--- src/rtl/bp_me_stream_to_lite_buffered.sv ---
// Assembles BedRock stream beats into full-width lite messages and queues up to els_p
// completed messages. Header layout: msg_type [3:0], size [6:4] (log2 bytes), the rest is address.
//
//  state   | meaning
//  --------+-----------------------------------------------------------
//  e_first | idle / expecting the first beat (header taken from this beat)
//  e_accum | collecting beats 1..N-1 of a multi-beat message
module bp_me_stream_to_lite_buffered #(
    parameter int          in_data_width_p  = 64,
    parameter int          out_data_width_p = 512,
    parameter int          els_p            = 2,
    parameter logic [15:0] payload_mask_p   = '0,
    parameter int          header_width_p   = 48,
    localparam int bp_bedrock_in_mem_msg_header_width_lp = header_width_p,
    localparam int bp_bedrock_out_mem_msg_width_lp       = header_width_p + out_data_width_p
) (
    input  logic                                             clk_i,
    input  logic                                             reset_i,
    input  logic [bp_bedrock_in_mem_msg_header_width_lp-1:0] mem_header_i,
    input  logic [in_data_width_p-1:0]                       mem_data_i,
    input  logic                                             mem_v_i,
    output logic                                             mem_ready_o,
    input  logic                                             mem_lock_i,
    output logic [bp_bedrock_out_mem_msg_width_lp-1:0]       mem_o,
    output logic                                             mem_v_o,
    input  logic                                             mem_ready_i,
    output logic                                             protocol_error_o
);

    localparam int words_lp    = out_data_width_p / in_data_width_p;
    localparam int cnt_w_lp    = (words_lp > 1) ? $clog2(words_lp) : 1;
    localparam int lg_words_lp = $clog2(words_lp);
    localparam int lg_bpb_lp   = $clog2(in_data_width_p / 8);
    localparam int ptr_w_lp    = (els_p > 1) ? $clog2(els_p) : 1;
    localparam int occ_w_lp    = $clog2(els_p + 1);

    if (out_data_width_p % in_data_width_p != 0) begin : g_bad_ratio
        $error("out_data_width_p must be a multiple of in_data_width_p");
    end
    if (in_data_width_p > out_data_width_p) begin : g_bad_width
        $error("in_data_width_p must not exceed out_data_width_p");
    end

    typedef enum logic {e_first, e_accum} state_e;

    state_e                                 state_r, state_n;
    logic [cnt_w_lp-1:0]                    cnt_r, cnt_n, last_r, last_n;
    logic [cnt_w_lp-1:0]                    last_hdr, beat_idx, beat_last;
    logic [header_width_p-1:0]              header_r, header_n, beat_header;
    logic [2:0]                             hdr_size;
    logic [words_lp-1:0][in_data_width_p-1:0] slot_r, slot_n;
    logic [out_data_width_p-1:0]            data_asm;
    logic                                   xfer, final_beat, push, pop, error_r;

    logic [bp_bedrock_out_mem_msg_width_lp-1:0] fifo_r [els_p];
    logic [ptr_w_lp-1:0]                        wptr_r, rptr_r;
    logic [occ_w_lp-1:0]                        occ_r;

    assign hdr_size = mem_header_i[6:4];

    // Beats minus one, derived from the first-beat header; clamped to the lite width.
    always_comb begin
        last_hdr = '0;
        if (payload_mask_p[mem_header_i[3:0]] && (int'(hdr_size) >= lg_bpb_lp)) begin
            if (int'(hdr_size) - lg_bpb_lp >= lg_words_lp)
                last_hdr = cnt_w_lp'(words_lp - 1);
            else
                last_hdr = cnt_w_lp'((1 << (int'(hdr_size) - lg_bpb_lp)) - 1);
        end
    end

    assign mem_ready_o = (occ_r < occ_w_lp'(els_p));
    assign xfer        = mem_v_i & mem_ready_o;
    assign beat_idx    = (state_r == e_first) ? '0 : cnt_r;
    assign beat_last   = (state_r == e_first) ? last_hdr : last_r;
    assign beat_header = (state_r == e_first) ? mem_header_i : header_r;
    assign final_beat  = (beat_idx == beat_last);
    assign push        = xfer & final_beat;
    assign mem_v_o     = (occ_r != '0);
    assign pop         = mem_v_o & mem_ready_i;
    assign mem_o       = fifo_r[rptr_r];
    assign protocol_error_o = error_r;

    // Beat counts are powers of two, so masking the word index replicates the payload.
    always_comb begin
        slot_n = slot_r;
        if (xfer)
            slot_n[beat_idx] = mem_data_i;
        data_asm = '0;
        for (int j = 0; j < words_lp; j++)
            data_asm[j*in_data_width_p +: in_data_width_p] = slot_n[cnt_w_lp'(j) & beat_last];
    end

    always_comb begin
        state_n  = state_r;
        cnt_n    = cnt_r;
        last_n   = last_r;
        header_n = header_r;
        if (xfer) begin
            case (state_r)
                e_first: begin
                    header_n = mem_header_i;
                    last_n   = last_hdr;
                    if (!final_beat) begin
                        cnt_n   = cnt_w_lp'(1);
                        state_n = e_accum;
                    end
                end
                e_accum: begin
                    if (final_beat) begin
                        cnt_n   = '0;
                        state_n = e_first;
                    end else begin
                        cnt_n = cnt_r + cnt_w_lp'(1);
                    end
                end
                default: state_n = e_first;
            endcase
        end
    end

    always_ff @(posedge clk_i) begin
        if (reset_i) begin
            state_r  <= e_first;
            cnt_r    <= '0;
            last_r   <= '0;
            header_r <= '0;
            error_r  <= 1'b0;
        end else begin
            state_r  <= state_n;
            cnt_r    <= cnt_n;
            last_r   <= last_n;
            header_r <= header_n;
            if (xfer && (mem_lock_i == final_beat))
                error_r <= 1'b1;
        end
    end

    always_ff @(posedge clk_i) begin
        slot_r <= slot_n;
        if (push)
            fifo_r[wptr_r] <= {beat_header, data_asm};
    end

    always_ff @(posedge clk_i) begin
        if (reset_i) begin
            wptr_r <= '0;
            rptr_r <= '0;
            occ_r  <= '0;
        end else begin
            if (push)
                wptr_r <= (wptr_r == ptr_w_lp'(els_p - 1)) ? '0 : wptr_r + ptr_w_lp'(1);
            if (pop)
                rptr_r <= (rptr_r == ptr_w_lp'(els_p - 1)) ? '0 : rptr_r + ptr_w_lp'(1);
            occ_r <= occ_r + occ_w_lp'(push) - occ_w_lp'(pop);
        end
    end

`ifndef SYNTHESIS
    a_no_push_full: assert property (@(posedge clk_i) disable iff (reset_i) !(push && !mem_ready_o));
`endif

endmodule
--- config.mk ---
export PLATFORM = sky130hd
export DESIGN_NAME = bp_me_stream_to_lite_buffered
export DESIGN_NICKNAME = d
export VERILOG_FILES = /design/src/rtl/bp_me_stream_to_lite_buffered.sv
export SDC_FILE = /design/constraint.sdc
export NUM_CORES = 2
export LEC_CHECK = 0
export ABC_AREA = 1
export CELL_PAD_IN_SITES_DETAIL_PLACEMENT = 2
export CELL_PAD_IN_SITES_GLOBAL_PLACEMENT = 2
export CORE_MARGIN = 1
export CORE_UTILIZATION = 30
export DETAILED_ROUTE_END_ITERATION = 12
export GPL_ROUTABILITY_DRIVEN = 0
export PLACE_DENSITY = 0.66
export SETUP_SLACK_MARGIN = 0.1
export SLEW_MARGIN = 25
export SYNTH_ARGS = -nofsm -noshare
export SYNTH_HDL_FRONTEND = slang
export SYNTH_SLANG_ARGS = --single-unit
--- constraint.sdc ---
create_clock -name clk_i -period 46.4 [get_ports clk_i]
set_input_delay 4.64 -clock clk_i [delete_from_list [all_inputs] [get_ports clk_i]]
set_output_delay 4.64 -clock clk_i [all_outputs]
set_load 0.01 [all_outputs]
==> metrics.csv <==
metric;value;unit
Setup violations, final;0;
CTS Root Buffer Type;clkbuf_16;
VDD IR max;0.0399;mV
clk slew on worst S/H paths;0.06;ns
Critical Path RT;41.76;ns
Fillers;25123;
largest net degree at the start of global routing;134;
H-tree level count;4;
Mean Syn Cell Area;10.5;um^2
Total GRT Usage;0.226;
vias in the first global route;58469;
max incr delay on CP;0.92;ns
Power per Cell Area;54.4;mW/mm^2
Post-DP HPWL;176000;um
share of cells above drive strength 1;0.128;
post-CTS setup repair buffer count;0;
global-route wire length before repair;404000;um
Synth Net Count;6961;
clock sinks;1693;
setup TNS;0;ns
Worst Hold Class;reg -> reg;
Worst path most repeated cell;buf_4;
Crit Path Class;reg -> out;
antenna viol nets, final;0;
growth of design area from synthesis to finish;22.9;%
RSZ-0062 raised after global routing;false;
GRT Max-Usage Layer;met2;
Setup Skew;0.0344;ns
main combinational cell family by area after synthesis;simple AND/OR/NAND/NOR gates;
Yosys cell types;33;
post-synthesis adder-cell area fraction;0.000525;
CTS Buf Count;194;
starting density of the core;0.303;
status;complete, no violations;
Hold Fails Final Rpt;0;
io pins;680;
Congestion Overflow GR;0;
crit path DAT;5.16;ns
max cap viols;0;
Mapped Cells;6841;
vias;54002;
initial antenna violation count;30;
Port Buffers;679;
Slew headroom;0.280;
Reg2Reg Setup Slack;40.81;ns
Max Slew Vio Count;0;
hold_buf cts;0;
Place WS;36.72;ns
static leakage;34.8;nW
Clock Latency Late Sink;0.85;ns
post-synthesis simple-gate area fraction;0.198;
CP endpoint kind;primary output;
DRC Markers;0;
post-CTS sizing;0;
CP top delay family;buffers and inverters;
Worst Hold Slack;0.440;ns
# nets final;7511;
Worst Slack Setup Final;36.60;ns
met1 Usage GRT;0.295;
final worst path period need;9.80;ns
yosys warns;0;
global-route met3 utilization;0.0368;
cell count along the critical path;5;
Bufs and invs on worst path;4;
XOR/XNOR Fraction of Synth Area;0.000245;
overall die width;490;um
drt initial violations;3503;
#FFs+latches synth;1693;
Final Cycle Share;0.211;
grt met2 use;0.390;
Synth Cell Area;0.0715;mm^2
Core Area;0.236;mm^2
Hold Path Cell Cnt;1;
DR vias/cell;5.04;
FF-to-FF path depth;10;
1st-pass router iterations;5;
Slew @ Worst Pin;1.08;ns
CTS tree;done;
CP Launch Type;flip-flop;
area fraction in compound gates after synthesis;0.0338;
fmax;102;MHz
CP cell instances;buf_4 > buf_4 > buf_4 > mux2_2 > clkdlybuf4s50_1;
Total Wirelength;278000;um
die area;0.240;mm^2
crit-path max FO;65;
die height;490;um
Longest Clk Path Bufs;3;
post-synthesis sequential area ratio;0.631;
Slowest cell on crit path;dfxtp_4;
Avg WL per Cell;25.9;um
Rows;178;
multiplexer share of the synthesized area;0.0882;
[flip-flops by register name, summed over array words and instances, names as in the netlist, named ones only]
name	flops
last_r	3
state_r	1
occ_r	2
rptr_r	1
wptr_r	1
protocol_error_o	1
slot_r	512
header_r	48
cnt_r	3
fifo_r	1120
[Yosys cell counts (all sizes together)]
master	count	area [um^2]
a31oi	12	75.1
mux2	560	6310
nor3	1	5.00
a21oi	55	275
o21ai	274	1370
o211ai	55	413
a211oi	1	7.51
ha	3	37.5
nand3	824	4130
a21boi	33	248
and2	162	1010
nand4	152	957
nand2	1964	7380
o21a	4	30.0
clkbuf	243	912
nand3b	1	7.51
nor2	160	653
clkinv	1	3.75
buf	169	780
edfxtp	1120	33600
inv	472	1770
xor2	2	17.5
dfxtp	573	11500
[final timing paths]
path | start | endpoint
max | flip-flop | mem_o[457]
min | rptr_r | flip-flop
max reg2reg | state_r | fifo_r[1][334]
min reg2reg | rptr_r | flip-flop
[cell type report]
| type | count | area [um^2] | area share |
|---|---|---|---|
| tap | 3150 | 3940 | 0.0449 |
| timing repair buffer | 766 | 7500 | 0.0854 |
| inverter | 473 | 1810 | 0.0206 |
| antenna | 8 | 20.0 | 0.000228 |
| clock buffer | 268 | 5340 | 0.0607 |
| clock inverter | 96 | 1050 | 0.0119 |
| multi-input combinational | 4263 | 23100 | 0.263 |
| sequential | 1693 | 45100 | 0.514 |
[layer usage]
layer	wire [um]	up-vias	share of wire
li1	-	24451	-
met1	123000	27973	0.44
met2	137000	1206	0.49
met3	12200	344	0.044
met4	5380	28	0.019
met5	188	-	0.00068
[metrics by stage]
step | std cells | cell area [um^2] | util | total power, mW
5_1_grt | 10714 | 87800 | 0.372 | 4.97
6_report | 10717 | 87900 | 0.372 | 4.78
3_3_place_gp | 10343 | 81400 | 0.345 | 3.22
2_1_floorplan | 6841 | 71500 | - | 2.73
3_5_place_dp | 10344 | 81400 | 0.345 | 3.27
4_1_cts | 10708 | 87800 | 0.372 | 4.85
[layout by cell type (no fill, tap or decap), drive strengths merged]
master / Yosys / final
a21oi: 55 / 55
inv: 472 / 478
a211oi: 1 / 1
o21ai: 274 / 274
nand2: 1964 / 1964
mux2: 560 / 560
clkinv: 1 / 66
edfxtp: 1120 / 1120
nor3: 1 / 1
clkbuf: 243 / 268
nand4: 152 / 152
o21a: 4 / 4
nor2: 160 / 160
buf: 169 / 87
a21boi: 33 / 33
ha: 3 / 3
xor2: 2 / 2
diode: 0 / 8
nand3b: 1 / 1
bufinv: 0 / 16
clkinvlp: 0 / 9
and2: 162 / 162
o211ai: 55 / 55
clkdlybuf4s50: 0 / 679
nand3: 824 / 824
a31oi: 12 / 12
dfxtp: 573 / 573
[logic make-up (layout without fill, tap and decap cells)]
group,Yosys count,in the layout
and+or+nand+nor,3264,3264
DFF,1693,1693
buffers and inverters,885,1603
muxes,560,560
AOI/OAI and AO/OA,434,434
adders and majority gates,3,3
xor gates and xnor gates,2,2
other,0,8
[where the power goes]
group / switching, mW / leakage (nW) / internal (mW)
clock: 0.657 / 3.07 / 0.895
combinational: 0.703 / 16.7 / 0.536
sequential: 0.0634 / 15.0 / 1.92
total: 1.42 / 34.8 / 3.36
(Power assumes the default switching activity.)
